<file path="config.mk">
export PLATFORM = sky130hd
export DESIGN_NAME = fir_mc_avg
export DESIGN_NICKNAME = d
export VERILOG_FILES = /design/src/rtl/fir_mc_pkg.sv /design/src/rtl/fir_tap_line.sv /design/src/rtl/fir_mc_avg.sv
export SDC_FILE = /design/constraint.sdc
export NUM_CORES = 1
export LEC_CHECK = 0
export ABC_AREA = 1
export CAP_MARGIN = 10
export CORE_UTILIZATION = 50
export DETAILED_ROUTE_END_ITERATION = 10
export DONT_BUFFER_PORTS = 1
export PLACE_DENSITY_LB_ADDON = 0.25
export REMOVE_ABC_BUFFERS = 1
export SLEW_MARGIN = 40
export SYNTH_ARGS = -nofsm -noshare
export SYNTH_HDL_FRONTEND = slang
export SYNTH_SLANG_ARGS = --single-unit
</file>
<file path="constraint.sdc">
create_clock -name clk -period 3.4 [get_ports clk]
set_input_delay 0.51 -clock clk [delete_from_list [all_inputs] [get_ports clk]]
set_output_delay 0.51 -clock clk [all_outputs]
set_load 0.02 [all_outputs]
</file>
<file path="src/rtl/fir_mc_pkg.sv">
`default_nettype none
// ============================================================================
// Package  : fir_mc_pkg
// Brief    : Shared widths, type helpers and per-channel state reset values
//            for the multi-channel averaging FIR.
// Revision : 1.0 - initial release
// ============================================================================
package fir_mc_pkg;

  localparam int MAX_W    = 32;
  localparam int MAX_TAPS = 16;

  typedef logic signed [MAX_W-1:0]                   sample_t;
  typedef logic signed [MAX_W+$clog2(MAX_TAPS)-1:0]  sum_t;

  localparam int C_WP_RST   = 0;
  localparam int C_FILL_RST = 0;
  localparam int C_SUM_RST  = 0;

  function automatic int fir_lt(input int taps);
    return $clog2(taps);
  endfunction

  function automatic int fir_cw(input int ch);
    return (ch > 1) ? $clog2(ch) : 1;
  endfunction

  function automatic int fir_sw(input int w, input int taps);
    return w + $clog2(taps);
  endfunction

endpackage
`default_nettype wire

</file>
<file path="src/rtl/fir_tap_line.sv">
`default_nettype none
// ============================================================================
// Module   : fir_tap_line
// Brief    : Per-channel circular sample storage, one read and one write per
//            cycle, with lazy whole-channel clear through entry valid bits.
// Revision : 1.0 - initial release
// ============================================================================
module fir_tap_line
  import fir_mc_pkg::*;
#(
  parameter  int W    = 16,
  parameter  int TAPS = 4,
  parameter  int CH   = 2,
  localparam int LT   = fir_lt(TAPS),
  localparam int CW   = fir_cw(CH)
) (
  input  logic          clk,
  input  logic          reset,
  input  logic [CW-1:0] rd_ch,
  input  logic [LT-1:0] rd_idx,
  output logic [W-1:0]  rd_data,
  input  logic          wr_en,
  input  logic [CW-1:0] wr_ch,
  input  logic [LT-1:0] wr_idx,
  input  logic [W-1:0]  wr_data,
  input  logic          clr,
  input  logic [CW-1:0] clr_ch
);

  logic [W-1:0]    r_mem [CH][TAPS];
  logic [TAPS-1:0] r_vld [CH];

  always_ff @(posedge clk) begin
    if (wr_en) begin
      r_mem[wr_ch][wr_idx] <= wr_data;
    end
  end

  // A write in the same cycle as a clear of its channel survives the clear.
  always_ff @(posedge clk or negedge reset) begin
    if (!reset) begin
      for (int c = 0; c < CH; c++) begin
        r_vld[c] <= '0;
      end
    end else begin
      for (int c = 0; c < CH; c++) begin
        if (clr && (clr_ch == CW'(c))) begin
          r_vld[c] <= '0;
        end
        if (wr_en && (wr_ch == CW'(c))) begin
          r_vld[c][wr_idx] <= 1'b1;
        end
      end
    end
  end

  assign rd_data = r_vld[rd_ch][rd_idx] ? r_mem[rd_ch][rd_idx] : '0;

endmodule
`default_nettype wire

</file>
<file path="src/rtl/fir_mc_avg.sv">
`default_nettype none
// ============================================================================
// Module   : fir_mc_avg
// Brief    : Multi-channel TAPS-deep running-sum FIR, latency 2, one sample
//            per cycle. Define FIR_AVG_EN to add the rounded average output avg.
// Revision : 1.0 - initial release
// ============================================================================
module fir_mc_avg
  import fir_mc_pkg::*;
#(
  parameter  int W    = 16,
  parameter  int TAPS = 4,
  parameter  int CH   = 2,
  localparam int LT   = fir_lt(TAPS),
  localparam int CW   = fir_cw(CH),
  localparam int SW   = fir_sw(W, TAPS)
) (
  input  logic                 clk,
  input  logic                 reset,
  input  logic                 in_valid,
  input  logic [CW-1:0]        in_ch,
  input  logic signed [W-1:0]  a,
  input  logic                 flush,
  input  logic [CW-1:0]        flush_ch,
  output logic                 out_valid,
  output logic [CW-1:0]        out_ch,
  output logic signed [SW-1:0] s,
  output logic                 primed
`ifdef FIR_AVG_EN
  ,
  output logic signed [W-1:0]  avg
`endif
);

  typedef struct packed {
    logic [LT-1:0] wp;
    logic [LT:0]   fill;
    logic [SW-1:0] sum;
  } ch_state_t;

  localparam ch_state_t     C_ST_RST = '{wp:   LT'(C_WP_RST),
                                         fill: (LT+1)'(C_FILL_RST),
                                         sum:  SW'(C_SUM_RST)};
  localparam logic [LT:0]   C_FULL   = (LT+1)'(TAPS);
  localparam logic [CW:0]   C_CH_LIM = (CW+1)'(CH);
`ifdef FIR_AVG_EN
  localparam logic signed [SW-1:0] C_HALF = SW'(TAPS / 2);
`endif

  logic                 r_v;
  logic [CW-1:0]        r_ch;
  logic signed [W-1:0]  r_a;
  ch_state_t            r_st [CH];

  logic                 w_in_ok;
  logic                 w_fl_ok;
  logic                 w_fl_hit;
  ch_state_t            w_cur;
  ch_state_t            w_nxt;
  logic [W-1:0]         w_rd;
  logic signed [W-1:0]  w_old;
  logic signed [SW-1:0] w_sum_new;

  assign w_in_ok  = ({1'b0, in_ch} < C_CH_LIM);
  assign w_fl_ok  = flush && ({1'b0, flush_ch} < C_CH_LIM);
  assign w_fl_hit = w_fl_ok && (flush_ch == r_ch);

  always_ff @(posedge clk or negedge reset) begin
    if (!reset) begin
      r_v  <= 1'b0;
      r_ch <= '0;
      r_a  <= '0;
    end else begin
      r_v  <= in_valid && w_in_ok;
      r_ch <= in_ch;
      r_a  <= a;
    end
  end

  // A flush landing on the stage-2 channel is applied before the sample.
  always_comb begin
    w_cur = r_st[r_ch];
    w_old = $signed(w_rd);
    if (w_fl_hit) begin
      w_cur = C_ST_RST;
      w_old = '0;
    end
    w_sum_new  = $signed(w_cur.sum) + SW'(r_a) - SW'(w_old);
    w_nxt.wp   = w_cur.wp + LT'(1);
    w_nxt.fill = (w_cur.fill == C_FULL) ? C_FULL : w_cur.fill + (LT+1)'(1);
    w_nxt.sum  = w_sum_new;
  end

  fir_tap_line #(
    .W    (W),
    .TAPS (TAPS),
    .CH   (CH)
  ) u_tap_line (
    .clk     (clk),
    .reset   (reset),
    .rd_ch   (r_ch),
    .rd_idx  (w_cur.wp),
    .rd_data (w_rd),
    .wr_en   (r_v),
    .wr_ch   (r_ch),
    .wr_idx  (w_cur.wp),
    .wr_data (r_a),
    .clr     (w_fl_ok),
    .clr_ch  (flush_ch)
  );

  always_ff @(posedge clk or negedge reset) begin
    if (!reset) begin
      for (int c = 0; c < CH; c++) begin
        r_st[c] <= C_ST_RST;
      end
    end else begin
      for (int c = 0; c < CH; c++) begin
        if (r_v && (r_ch == CW'(c))) begin
          r_st[c] <= w_nxt;
        end else if (w_fl_ok && (flush_ch == CW'(c))) begin
          r_st[c] <= C_ST_RST;
        end
      end
    end
  end

  always_ff @(posedge clk or negedge reset) begin
    if (!reset) begin
      out_valid <= 1'b0;
      out_ch    <= '0;
      s         <= '0;
      primed    <= 1'b0;
`ifdef FIR_AVG_EN
      avg       <= '0;
`endif
    end else begin
      out_valid <= r_v;
      if (r_v) begin
        out_ch <= r_ch;
        s      <= w_sum_new;
        primed <= (w_nxt.fill == C_FULL);
`ifdef FIR_AVG_EN
        avg    <= W'((w_sum_new + C_HALF) >>> LT);
`endif
      end
    end
  end

endmodule
`default_nettype wire

</file>
==> summary.md <==
| Metric | Value |
|---|---|
| CTS tree | `built` |
| CP Capture Type | `flop` |
| CTS Buf Count | `24` |
| Clk_lat worst skew | `0.52 ns` |
| Reg clk slew, reported paths | `0.06 ns` |
| Synth cell types | `31` |
| CP max FO | `8` |
| # IOs | `43` |
| Asr flop ratio synth | `0.421` |
| Sw Ratio | `0.374` |
| Die H | `147 um` |
| Nets | `1287` |
| Hold Crit Class | `in -> reg` |
| Syn-to-layout area delta | `27.6%` |
| Routed Antenna Nets | `0` |
| Pleak | `5.87 nW` |
| Worst reg-to-reg setup slack | `-0.11 ns` |
| Seq/Total Area, Yosys | `0.590` |
| TritonRoute pass-1 iters | `5` |
| Fin Hold WS | `0.0202 ns` |
| Slowest CP cell | `dfrtp_4` |
| Logic pwr share | `0.451` |
| Worst setup SP type | `flop` |
| Count leader, synth | `nand2_1` |
| Maximum clock rate | `0.285 GHz` |
| Power density over the cells | `863 mW/mm^2` |
| Final WL | `26900 um` |
| Mapped Area | `0.0105 sq mm` |
| Worst-margin pin slew | `0.547 ns` |
| Share of the synthesized area in the top cell type | `0.367` |
| Number of H-tree levels | `1` |
| Initial Util | `0.514` |
| CP top delay family | `simple AND/OR/NAND/NOR gates` |
| Peak supply drop | `0.503 mV` |
| Largest area contributor in the netlist | `edfxtp_1` |
| Hold Violations, Final | `0` |
| GRT Util Overall | `0.256` |
| Post-layout util | `0.656` |
| Multi-input logic area | `0.00442 sq mm` |
| Status | `finished, violations left` |
| Gpl congestion | `0.938` |
| Most instantiated cells after synthesis | `nand2_1 (309), nor2_1 (171), edfxtp_1 (128), inv_1 (96), o21ai_0 (95)` |
| Final worst-path cycle share | `1.03` |
| Pins Over Slew Limit | `0` |
| Flops & latches, synth | `221` |
| Root buf cell | `clkbuf_16` |
| Peak per-stage delay on the critical path | `0.57 ns` |
| Post-synth EDFFs | `128` |
| Die width | `147 um` |
| Failing checks | `setup timing` |
| Min Tclk post-route | `3.51 ns` |
| Syn_area_per_cell | `9.37 sq um` |
| Seq. cell area | `0.00617 sq mm` |
| Sequential share of power | `0.312` |
| Layout cells sized above 1 | `0.242` |
| Max_slew headroom | `0.635` |
| Worst-path cell chain | `o21ai_4, inv_2, nor2_4, buf_12, nand2_2, nand3_2, nand2_4, clkinvlp_4, buf_4, buf_6, nand3b_1, fa_1, ha_4, buf_6, nand3_1, nand2_1, a21oi_4, nand3_4, nand3_1, nand2_1` |
| Final WS setup | `-0.114 ns` |
| Clock power share | `0.238` |
| Largest net degree at the start of global routing | `94` |
| DP Wirelength | `15900 um` |
| Remaining Overflow, GRT | `0` |
| Synth warn | `0` |
| Number of global-route vias before repair | `8312` |
| Max-cap violation count | `0` |
| Unrepaired setup endpoints after global routing | `yes` |
| Req. time, crit path | `3.80 ns` |
| IO buf count | `0` |
| Initial antenna violation count | `0` |
| Final Skew | `0.0140 ns` |
| Buffer and inverter count on the worst path | `6` |
| Cell-internal power | `0.00721 W` |
| Final setup fails | `35` |
| Core Region | `0.0204 sq mm` |
| Clock buffer depth | `3` |
| Critical path type | `reg -> reg` |
| DRC violations left | `0` |
| First-pass GRT wire length | `43200 um` |
| Initial DRC Count | `691` |
| Largest cells by area after synthesis | `edfxtp_1 (37%), dfrtp_1 (22%), nand2_1 (11%)` |
| Wire per inst | `17.8 um` |
| P_sw | `0.00431 W` |
| Cell count after synthesis | `1117` |
| Vias | `8097` |
| DR vias/cell | `5.36` |
| Main synth FF type | `edfxtp_1` |
| Fillers | `1542` |
| ANT cells | `0` |
| Critical path arrival | `3.92 ns` |
| Die area | `0.0215 sq mm` |
| Overall power | `0.0115 W` |
| Row count | `52` |
| TritonCTS Sinks | `221` |
## sequential cells by signal, indices dropped and copies added (netlist names)
register,flops
u_tap_line.r_mem,128
s,18
r_a,16
out_ch,1
r_ch,1
r_v,1
primed,1
r_st,46
u_tap_line.r_vld,8
out_valid,1
## stage by stage
step	setup TNS, ns	setup WS [ns]	area [sq um]	std cells
after floorplan	-416.91	-3.09	10300	1073
after global placement	-4.94	-0.218	11300	1427
after detailed placement	-6.50	-0.250	11300	1427
after CTS	-0.247	-0.0441	13000	1497
after global routing	-7.38	-0.247	13400	1511
final	-2.06	-0.114	13400	1511
## worst register-to-register path: cells and delay by family (launching register included)
| kind | cells | cell delay (ns) |
|---|---|---|
| AOI/OAI and AO/OA | 2 | 0.44 |
| DFF | 1 | 0.57 |
| buffers and inverters | 6 | 0.68 |
| adders and majority gates | 2 | 0.78 |
| and+or+nand+nor | 10 | 0.93 |
## power groups by stage
stage	registers, W	logic, W	clock network [W]
2_1_floorplan	0.00359	0.00222	0
3_3_place_gp	0.00363	0.00349	0
3_5_place_dp	0.00364	0.00354	0
4_1_cts	0.00359	0.00455	0.00277
5_1_grt	0.00363	0.00566	0.00288
6_report	0.00359	0.00520	0.00274
## path summary, 6_finish.rpt
check,cells after the start,startpoint,end
max,20,r_ch,r_st[40]
min,0,a[13],r_a[13]
max reg2reg,20,r_ch,r_st[40]
min reg2reg,0,r_v,out_valid
max in group asynchronous,2,reset,s[13]
min in group asynchronous,2,reset,s[1]
## what timing repair did
item / 4_1_cts / 5_1_grt
gates cloned: 4 / 1
gates resized for setup: 123 / 83
hold buffers: 6 / 7
buffers inserted: 16 / 7
hold endpoints to repair: 97 / 7
pin swaps: 31 / 60
endpoints found under the setup margin: 46 / 46
## logic make-up after synthesis
kind of cell | Yosys count | synth area share
adders and majority gates | 42 | 0.0624
buffers and inverters | 148 | 0.0574
DFF | 221 | 0.590
and+or+nand+nor | 554 | 0.211
AOI/OAI and AO/OA | 142 | 0.0702
xor gates and xnor gates | 6 | 0.00502
muxes | 4 | 0.00383
## metal layers
metal	global-route usage	routed length [um]
met3	0.0344	1520
met4	0.0734	678
met1	0.347	11500
met2	0.433	13200
met5	0	0
## cell type report
cell class,count,area share
clock buffers,28,0.0461
repair inverters,1,0.000562
well taps,270,0.0253
repair buffers,123,0.0881
multi-input cells,748,0.331
clock inverters,16,0.0160
inverters,104,0.0300
flip-flops and latches,221,0.463
## cells in the final DEF, fill, tap and decap left out, types with 11 or more instances in the layout
cell type,n
a21oi_1,16
a21oi_2,12
dlygate4sd3_1,12
o22ai_1,14
ha_4,15
clkbuf_16,25
dfrtp_1,92
fa_1,16
nand2_4,11
nor2_1,155
buf_4,91
nand3_2,15
nand3_1,36
o21ai_0,77
nand2_1,263
edfxtp_1,128
inv_1,81
inv_2,17
nand2_2,36
No activity file was read; power rests on OpenSTA's default activity.
